[src/rtl/glitch_burst_gen_pkg.sv]
// Shared types and default widths for the glitch burst generator.
package glitch_pkg;

    localparam int REPEAT_W_DEF = 12;
    localparam int SPACE_W_DEF  = 16;
    localparam int CNT_W_DEF    = 16;

    // Burst sequencer states.
    typedef enum logic [2:0] {
        S_IDLE  = 3'd0,
        S_ARMED = 3'd1,
        S_PULSE = 3'd2,
        S_GAP   = 3'd3,
        S_SPENT = 3'd4
    } state_e;

endpackage

[src/rtl/glitch_burst_gen_sat_counter.sv]
// Up-counter that sticks at all-ones instead of wrapping.
module sat_counter #(
    parameter int W = 16
) (
    input  logic         clk,
    input  logic         reset_n,
    input  logic         inc,
    input  logic         clear,
    output logic [W-1:0] count
);

    logic [W-1:0] count_q;
    logic [W-1:0] count_d;

    // Next count: clear wins, otherwise increment unless already saturated.
    always_comb begin
        count_d = count_q;
        if (clear) begin
            count_d = '0;
        end else if (inc && (count_q != '1)) begin
            count_d = count_q + W'(1);
        end
    end

    // Count register with synchronous active-low reset.
    always_ff @(posedge clk) begin
        if (!reset_n) begin
            count_q <= '0;
        end else begin
            count_q <= count_d;
        end
    end

    assign count = count_q;

endmodule

[src/rtl/glitch_burst_gen.sv]
// Trigger-armed burst generator driving the clock-glitch enable.
//
// state  | meaning
// -------+----------------------------------------------------------
// IDLE   | disarmed, trigger edges ignored
// ARMED  | waiting for a rising edge on the delayed trigger
// PULSE  | glitch_go high this cycle
// GAP    | idle cycles between two pulses of a burst
// SPENT  | oneshot burst finished, waiting for arm to drop
module glitch_burst_gen
    import glitch_pkg::*;
#(
    parameter int REPEAT_W = REPEAT_W_DEF,
    parameter int SPACE_W  = SPACE_W_DEF,
    parameter int CNT_W    = CNT_W_DEF
) (
    input  logic                clk,
    input  logic                reset_n,
    input  logic                arm,
    input  logic                oneshot,
    input  logic                trig_in,
    input  logic [REPEAT_W-1:0] repeat_cnt,
    input  logic [SPACE_W-1:0]  spacing,
    output logic                glitch_go,
    output logic                armed,
    output logic                busy,
    output logic                done,
    output logic [CNT_W-1:0]    trig_count,
    output logic [CNT_W-1:0]    missed_count
);

    state_e               state_q, state_d;
    logic                 trig_dly_q;
    logic [REPEAT_W-1:0]  rem_q, rem_d;
    logic [SPACE_W-1:0]   gap_cfg_q, gap_cfg_d;
    logic [SPACE_W-1:0]   gap_cnt_q, gap_cnt_d;
    logic                 glitch_go_q, glitch_go_d;
    logic                 armed_q, armed_d;
    logic                 busy_q, busy_d;
    logic                 done_q, done_d;
    logic [CNT_W-1:0]     trig_count_q, trig_count_d;
    logic                 trig_rise;
    logic                 trig_missed;

    // trig_dly_q resets high so a trigger already high at reset is not an edge.
    assign trig_rise = trig_in & ~trig_dly_q;

    // Edges that arrive while a burst is running or spent are counted as missed.
    assign trig_missed = trig_rise &&
                         ((state_q == S_PULSE) || (state_q == S_GAP) || (state_q == S_SPENT));

    // Next-state, burst counters and registered-output values.
    always_comb begin
        state_d      = state_q;
        rem_d        = rem_q;
        gap_cfg_d    = gap_cfg_q;
        gap_cnt_d    = gap_cnt_q;
        done_d       = 1'b0;
        trig_count_d = trig_count_q;

        if (!arm) begin
            state_d = S_IDLE;
        end else begin
            case (state_q)
                S_IDLE: begin
                    state_d = S_ARMED;
                end
                S_ARMED: begin
                    if (trig_rise) begin
                        state_d      = S_PULSE;
                        rem_d        = (repeat_cnt == '0) ? REPEAT_W'(1) : repeat_cnt;
                        gap_cfg_d    = spacing;
                        trig_count_d = trig_count_q + CNT_W'(1);
                    end
                end
                S_PULSE: begin
                    rem_d = rem_q - REPEAT_W'(1);
                    if (rem_q <= REPEAT_W'(1)) begin
                        done_d  = 1'b1;
                        state_d = oneshot ? S_SPENT : S_ARMED;
                    end else if (gap_cfg_q != '0) begin
                        state_d   = S_GAP;
                        gap_cnt_d = gap_cfg_q;
                    end
                end
                S_GAP: begin
                    if (gap_cnt_q <= SPACE_W'(1)) begin
                        state_d = S_PULSE;
                    end else begin
                        gap_cnt_d = gap_cnt_q - SPACE_W'(1);
                    end
                end
                S_SPENT: begin
                    state_d = S_SPENT;
                end
                default: begin
                    state_d = S_IDLE;
                end
            endcase
        end

        glitch_go_d = (state_d == S_PULSE);
        armed_d     = (state_d == S_ARMED);
        busy_d      = (state_d == S_PULSE) || (state_d == S_GAP);
    end

    // State, counters, edge-detect and output registers.
    always_ff @(posedge clk) begin
        if (!reset_n) begin
            state_q      <= S_IDLE;
            trig_dly_q   <= 1'b1;
            rem_q        <= '0;
            gap_cfg_q    <= '0;
            gap_cnt_q    <= '0;
            glitch_go_q  <= 1'b0;
            armed_q      <= 1'b0;
            busy_q       <= 1'b0;
            done_q       <= 1'b0;
            trig_count_q <= '0;
        end else begin
            state_q      <= state_d;
            trig_dly_q   <= trig_in;
            rem_q        <= rem_d;
            gap_cfg_q    <= gap_cfg_d;
            gap_cnt_q    <= gap_cnt_d;
            glitch_go_q  <= glitch_go_d;
            armed_q      <= armed_d;
            busy_q       <= busy_d;
            done_q       <= done_d;
            trig_count_q <= trig_count_d;
        end
    end

    sat_counter #(
        .W (CNT_W)
    ) u_missed_cnt (
        .clk     (clk),
        .reset_n (reset_n),
        .inc     (trig_missed),
        .clear   (1'b0),
        .count   (missed_count)
    );

    assign glitch_go  = glitch_go_q;
    assign armed      = armed_q;
    assign busy       = busy_q;
    assign done       = done_q;
    assign trig_count = trig_count_q;

endmodule

[config.mk]
export PLATFORM = sky130hd
export DESIGN_NAME = glitch_burst_gen
export DESIGN_NICKNAME = d
export VERILOG_FILES = /design/src/rtl/glitch_burst_gen_pkg.sv /design/src/rtl/glitch_burst_gen_sat_counter.sv /design/src/rtl/glitch_burst_gen.sv
export SDC_FILE = /design/constraint.sdc
export NUM_CORES = 1
export LEC_CHECK = 0
export BUFFER_PORTS_ARGS = -buffer_cell sky130_fd_sc_hd__buf_2
export CELL_PAD_IN_SITES_DETAIL_PLACEMENT = 2
export CELL_PAD_IN_SITES_GLOBAL_PLACEMENT = 2
export CORE_ASPECT_RATIO = 1.75
export CORE_UTILIZATION = 36
export CTS_CLUSTER_DIAMETER = 60
export DETAILED_ROUTE_END_ITERATION = 12
export GPL_ROUTABILITY_DRIVEN = 0
export PLACE_DENSITY_LB_ADDON = 0.25
export SLEW_MARGIN = 5
export SYNTH_ARGS = -nofsm -noshare
export SYNTH_HDL_FRONTEND = slang
export SYNTH_HIERARCHICAL = 1
export SYNTH_SLANG_ARGS = --single-unit
[constraint.sdc]
create_clock -name clk -period 3.8 [get_ports clk]
set_input_delay 0.19 -clock clk [delete_from_list [all_inputs] [get_ports clk]]
set_output_delay 0.19 -clock clk [all_outputs]
set_load 0.02 [all_outputs]
* After elaboration in Yosys (flattened, before gate mapping)
Index checks and enable logic that the tools add are counted.
Cells by class: add/subtract/negate cells 4, $lt $le $gt $ge 2, eq/ne operators 12, mux-type cells 15, bitwise logic cells 2, reduce and logical (&&, ||, !) cells 14
Operators by type and width (number):
- two-way mux 16 bit | 3
- adder 16 x 1 -> 16 bit, second input constant | 2
- case mux 16 bit (2 select lines) | 1
- two-way mux 12 bit | 2
- case mux 12 bit (2 select lines) | 1
- two-way mux 3 bit | 6
- less-or-equal comparator 16 x 1 -> 1 bit, second input constant | 1
- != test 16 bit, second input constant | 1
- nonzero test 16 bit | 1
- subtractor 16 x 1 -> 16 bit, second input constant | 1
- case mux 3 bit (5 select lines) | 1
- == test 3 x 2 -> 1 bit, second input constant | 4
- less-or-equal comparator 12 x 1 -> 1 bit, second input constant | 1
- logical NOT 12 bit | 1
- subtractor 12 x 1 -> 12 bit, second input constant | 1
- AND reduction 3 bit | 3
- == test 3 x 1 -> 1 bit, second input constant | 2
- != test 2 bit, second input constant | 3
- AND reduction 5 bit | 1
- nonzero test 2 bit | 2
- == test 3 bit, second input constant | 1
- logical NOT 3 bit | 1
- logical OR 1 bit | 3
- logical AND 1 bit | 2
- 4 further kinds | 4
Storage, ports and cells: flip-flop bits (word level) 84, input port bits 33, output and inout port bits 36, word-level logic and storage cells 60

* Depth between registers and ports, before layout
depth in word-level cells 7, gate-level depth with buffers 8, depth with buffers taken out 7

* Cells and area by module
The synthesis kept the hierarchy.
By module, submodules not included:
- glitch_burst_gen | times used 1, cells each 437, area an instance 3477.1 µm²
- sat_counter | times used 1, cells each 91, area an instance 864.6 µm²

* Least setup slack after synthesis
OpenSTA, ideal clock, no wires.
path type register -> register, start register rem_q[4], end register glitch_go_q (netlist: glitch_go), data arrival time 2173 ps, data required time 3741 ps, setup slack 1568 ps, stages on the path, launching flop included 7, path through dfxtp_1 or4_4 or4_4 buf_6 mux2_4 a211oi_2 and2_1
Between the ends: cells in the longest elaborated chain, start to end 5
RTL lines:
- start, declared | line glitch_burst_gen.sv:34 | logic [REPEAT_W-1:0] rem_q, rem_d;
- start signal, assigned | line glitch_burst_gen.sv:123 | rem_q <= rem_d;
- less-or-equal comparator 12 x 1 -> 1 bit | line glitch_burst_gen.sv:78 | if (rem_q <= REPEAT_W'(1)) begin
- two-way mux 3 bit | line glitch_burst_gen.sv:78
- case mux 3 bit (5 select lines) | line glitch_burst_gen.sv:64 | case (state_q)
- two-way mux 3 bit | line glitch_burst_gen.sv:61 | if (!arm) begin
- == test 3 x 2 -> 1 bit | line glitch_burst_gen.sv:102 | glitch_go_d = (state_d == S_PULSE);
- end signal, assigned | line glitch_burst_gen.sv:126 | glitch_go_q <= glitch_go_d;
- end, declared | line glitch_burst_gen.sv:37 | logic glitch_go_q, glitch_go_d;
No other way between the ends. A chain may end at the register's enable or synchronous reset.

* Worst setup path after layout
start register gap_cnt_q[8], end register gap_cnt_q[5]
Between the ends: cells in the longest elaborated chain, start to end 3
RTL lines:
- start, declared | line glitch_burst_gen.sv:36 | logic [SPACE_W-1:0] gap_cnt_q, gap_cnt_d;
- start signal, assigned | line glitch_burst_gen.sv:125 | gap_cnt_q <= gap_cnt_d;
- less-or-equal comparator 16 x 1 -> 1 bit | line glitch_burst_gen.sv:87 | if (gap_cnt_q <= SPACE_W'(1)) begin
- != test 2 bit (no source line)
- AND reduction 5 bit (no source line)
No other way between the ends.

==> metrics.yaml <==
slowest_delay_ns: 0.63
clkTransAtPathRegs_ns: 0.06
grt_pass1_wl_microns: 23700
ys_warn_count: 6
p_total_mw: 1.87
worstMarginPinSlew_ns: 1.07
synth_seq_cells: 84
numPortBuffers: 68
finalNonFillerCells: 727
overflow: 0
die_w_microns: 85.0
setup_ws_ns: 1.06
antenna_cells: 0
yosysMostFrequentCell: "dfxtp_1"
cts_tree: "built"
grt_max_degree: 35
start_util: 0.373
cts_root_buffer: "clkbuf_16"
wl_per_cell_microns: 20.0
io_pins: 69
synth_top_flop_cell: "dfxtp_1"
grt_pass1_vias: 4818
cts_buffer_depth: 2
dp_cells: 711
rr_endpoint: "gap_cnt_q[5]$_SDFFE_PN0P_"
cts_setup_buffers: 0
hpwl_microns: 11000
max_freq_mhz: 365
reg2reg_from: "gap_cnt_q[8]$_SDFFE_PN0P_"
synthTopCellsByArea: "dfxtp_1, nand2_1, a21oi_1"
yosysSeqAreaShare: 0.387
rsz0062_at_grt: "false"
viasPerCell: 6.00
yosysTopAreaCellShare: 0.387
drc: 0
path_max_fanout: 10
core_sq_um: 11600
min-delay-start: "spacing[10]"
syn_area_sq_um: 4340
vias: 4363
pre_cts_ws_ns: 1.17
status: "finished, final reports clean"
synthArstFlopShare: 0
first_pass_iters: 4
r2r_cells: 5
relSlewSlack: 0.284
fin_crit_ns: 2.74
crit_end: "gap_cnt_q[5]$_SDFFE_PN0P_"
synthCells: 528
clock_latency_ns: 0.34
cts_buffers: 9
final_util: 0.437
crit_chain: "or4_1, nor4_1, a21oi_1, o21ai_2, o21ai_0"
cts.sinks: 84
dieArea_sq_um: 12500
grt_usage: 0.239
fp.dieH_microns: 147
totalWireLength_microns: 14500
finalSetupViolCount: 0
postCtsHoldBufs: 0
worstSetupPathType: "reg -> reg"
avgSynthCellArea_sq_um: 8.22
num_rows: 52
area_delta_synth_final_pct: 17.1
powerDensity_nw_per_um2: 368
drtIter0Drc: 110
tns_ns: 0
cts_resized: 0
finalMaxSlewViolations: 0
drive_gt1_frac: 0.193
crit_path_end_kind: "flop"
timing.final.crit_share: 0.720
hold_violations: 0
crit_arrival_ns: 2.93
required_ns: 4.00
synthDistinctLibCells: 72
hold_class: "in -> reg"
cts_max_level: 3
yosysTopAreaCell: "dfxtp_1"
power.leakage_nw: 1.94
ir_drop_mv: 0.202
critPathLaunch: "gap_cnt_q[8]$_SDFFE_PN0P_"
fin_skew_ns: 0.00950
nets: 626
maxCapViolCount: 0
synth_edf_count: 0
ant_nets: 0
cpMaxStageDelayCell: "or4_1"
yosys-top-cells-count: "dfxtp_1, nand2_1, nor2_1"
antenna_found_initial: 0
setup.reg_to_reg.worst_slack_ns: 1.06
start_kind: "flop"
stage by stage:
step                      hold WS (ns)  instance area, sq um
after floorplan                  0.291                  4350
after global placement           0.434                  4780
after detailed placement         0.439                  4780
after CTS                       0.0800                  5090
after global routing            0.0942                  5090
final                           0.0875                  5090
worst max-delay path, delay by kind of cell (launching register included):
family | cells | cell delay, ns
AOI/OAI and AO/OA | 3 | 1.07
DFF | 1 | 0.37
and+or+nand+nor | 2 | 1.15
cell usage in the layout (no fill, tap or decap), types with 4 or more instances in the layout:
cell type and count:
dfxtp_1 84, nand2_1 69, buf_2 68, nor2_1 54, a21oi_1 44, o21ai_0 24
nor3_1 22, nor4_1 19, inv_1 12, nand3_1 12, xnor2_1 12, clkbuf_16 9
or4_1 8, or3_1 8, nand4_1 7, a32o_1 6, o31ai_1 6, ha_1 6
o311ai_0 5, xor2_1 5, o22ai_1 5, mux2i_1 4, nand3b_1 4, and2_1 4
layer usage:
metal  GRT usage  part of all wire  vias to the layer above
met5           0                 0                        -
met4       0.140             0.045                        0
met3      0.0343             0.023                       45
met2       0.464              0.56                       81
met1       0.233              0.37                     2161
li1            -                 -                     2076
cells by family (layout without fill, tap and decap cells):
| kind of cell | count (synthesis) | after routing | share of synthesized area |
|---|---|---|---|
| other cells | 1 | 2 | 0.000864 |
| buf+inv | 37 | 100 | 0.0337 |
| simple gates | 241 | 241 | 0.293 |
| mux | 6 | 6 | 0.0153 |
| fa+ha+maj | 6 | 6 | 0.0173 |
| compound gates | 136 | 136 | 0.218 |
| xor+xnor | 17 | 17 | 0.0343 |
| flops | 84 | 84 | 0.387 |
flip-flops by register name, indices dropped and copies added (netlist names):
name and flops:
state_q 3, gap_cfg_q 16, armed 1, glitch_go 1, trig_count 16, trig_dly_q 1
rem_q 12, busy 1, done 1, gap_cnt_q 16, u_missed_cnt/count 16
cell type report:
cell class	instances	area, sq um
clock inverter	7	76.3
fill	1326	6560
multi-input combinational	408	2520
tap	135	169
clock buffer	9	225
inverter	13	48.8
timing repair buffer	71	363
sequential	84	1680
power by group:
part,internal [mW],switching (mW),leakage (nW)
Combinational,0.0341,0.0540,1.12
Sequential,0.885,0.00594,0.677
Clock,0.513,0.381,0.142
worst min-delay path by stage:
stage | depth (start not counted) | end
5_1_grt | 2 | trig_dly_q$_SDFF_PN1_
6_report | 3 | gap_cfg_q[10]$_SDFFE_PN0P_
4_1_cts | 3 | gap_cfg_q[14]$_SDFFE_PN0P_
3_3_place_gp | 3 | gap_cfg_q[7]$_SDFFE_PN0P_
3_5_place_dp | 2 | trig_dly_q$_SDFF_PN1_
2_1_floorplan | 1 | trig_dly_q$_SDFF_PN1_
No activity file was read; power rests on OpenSTA's default activity.
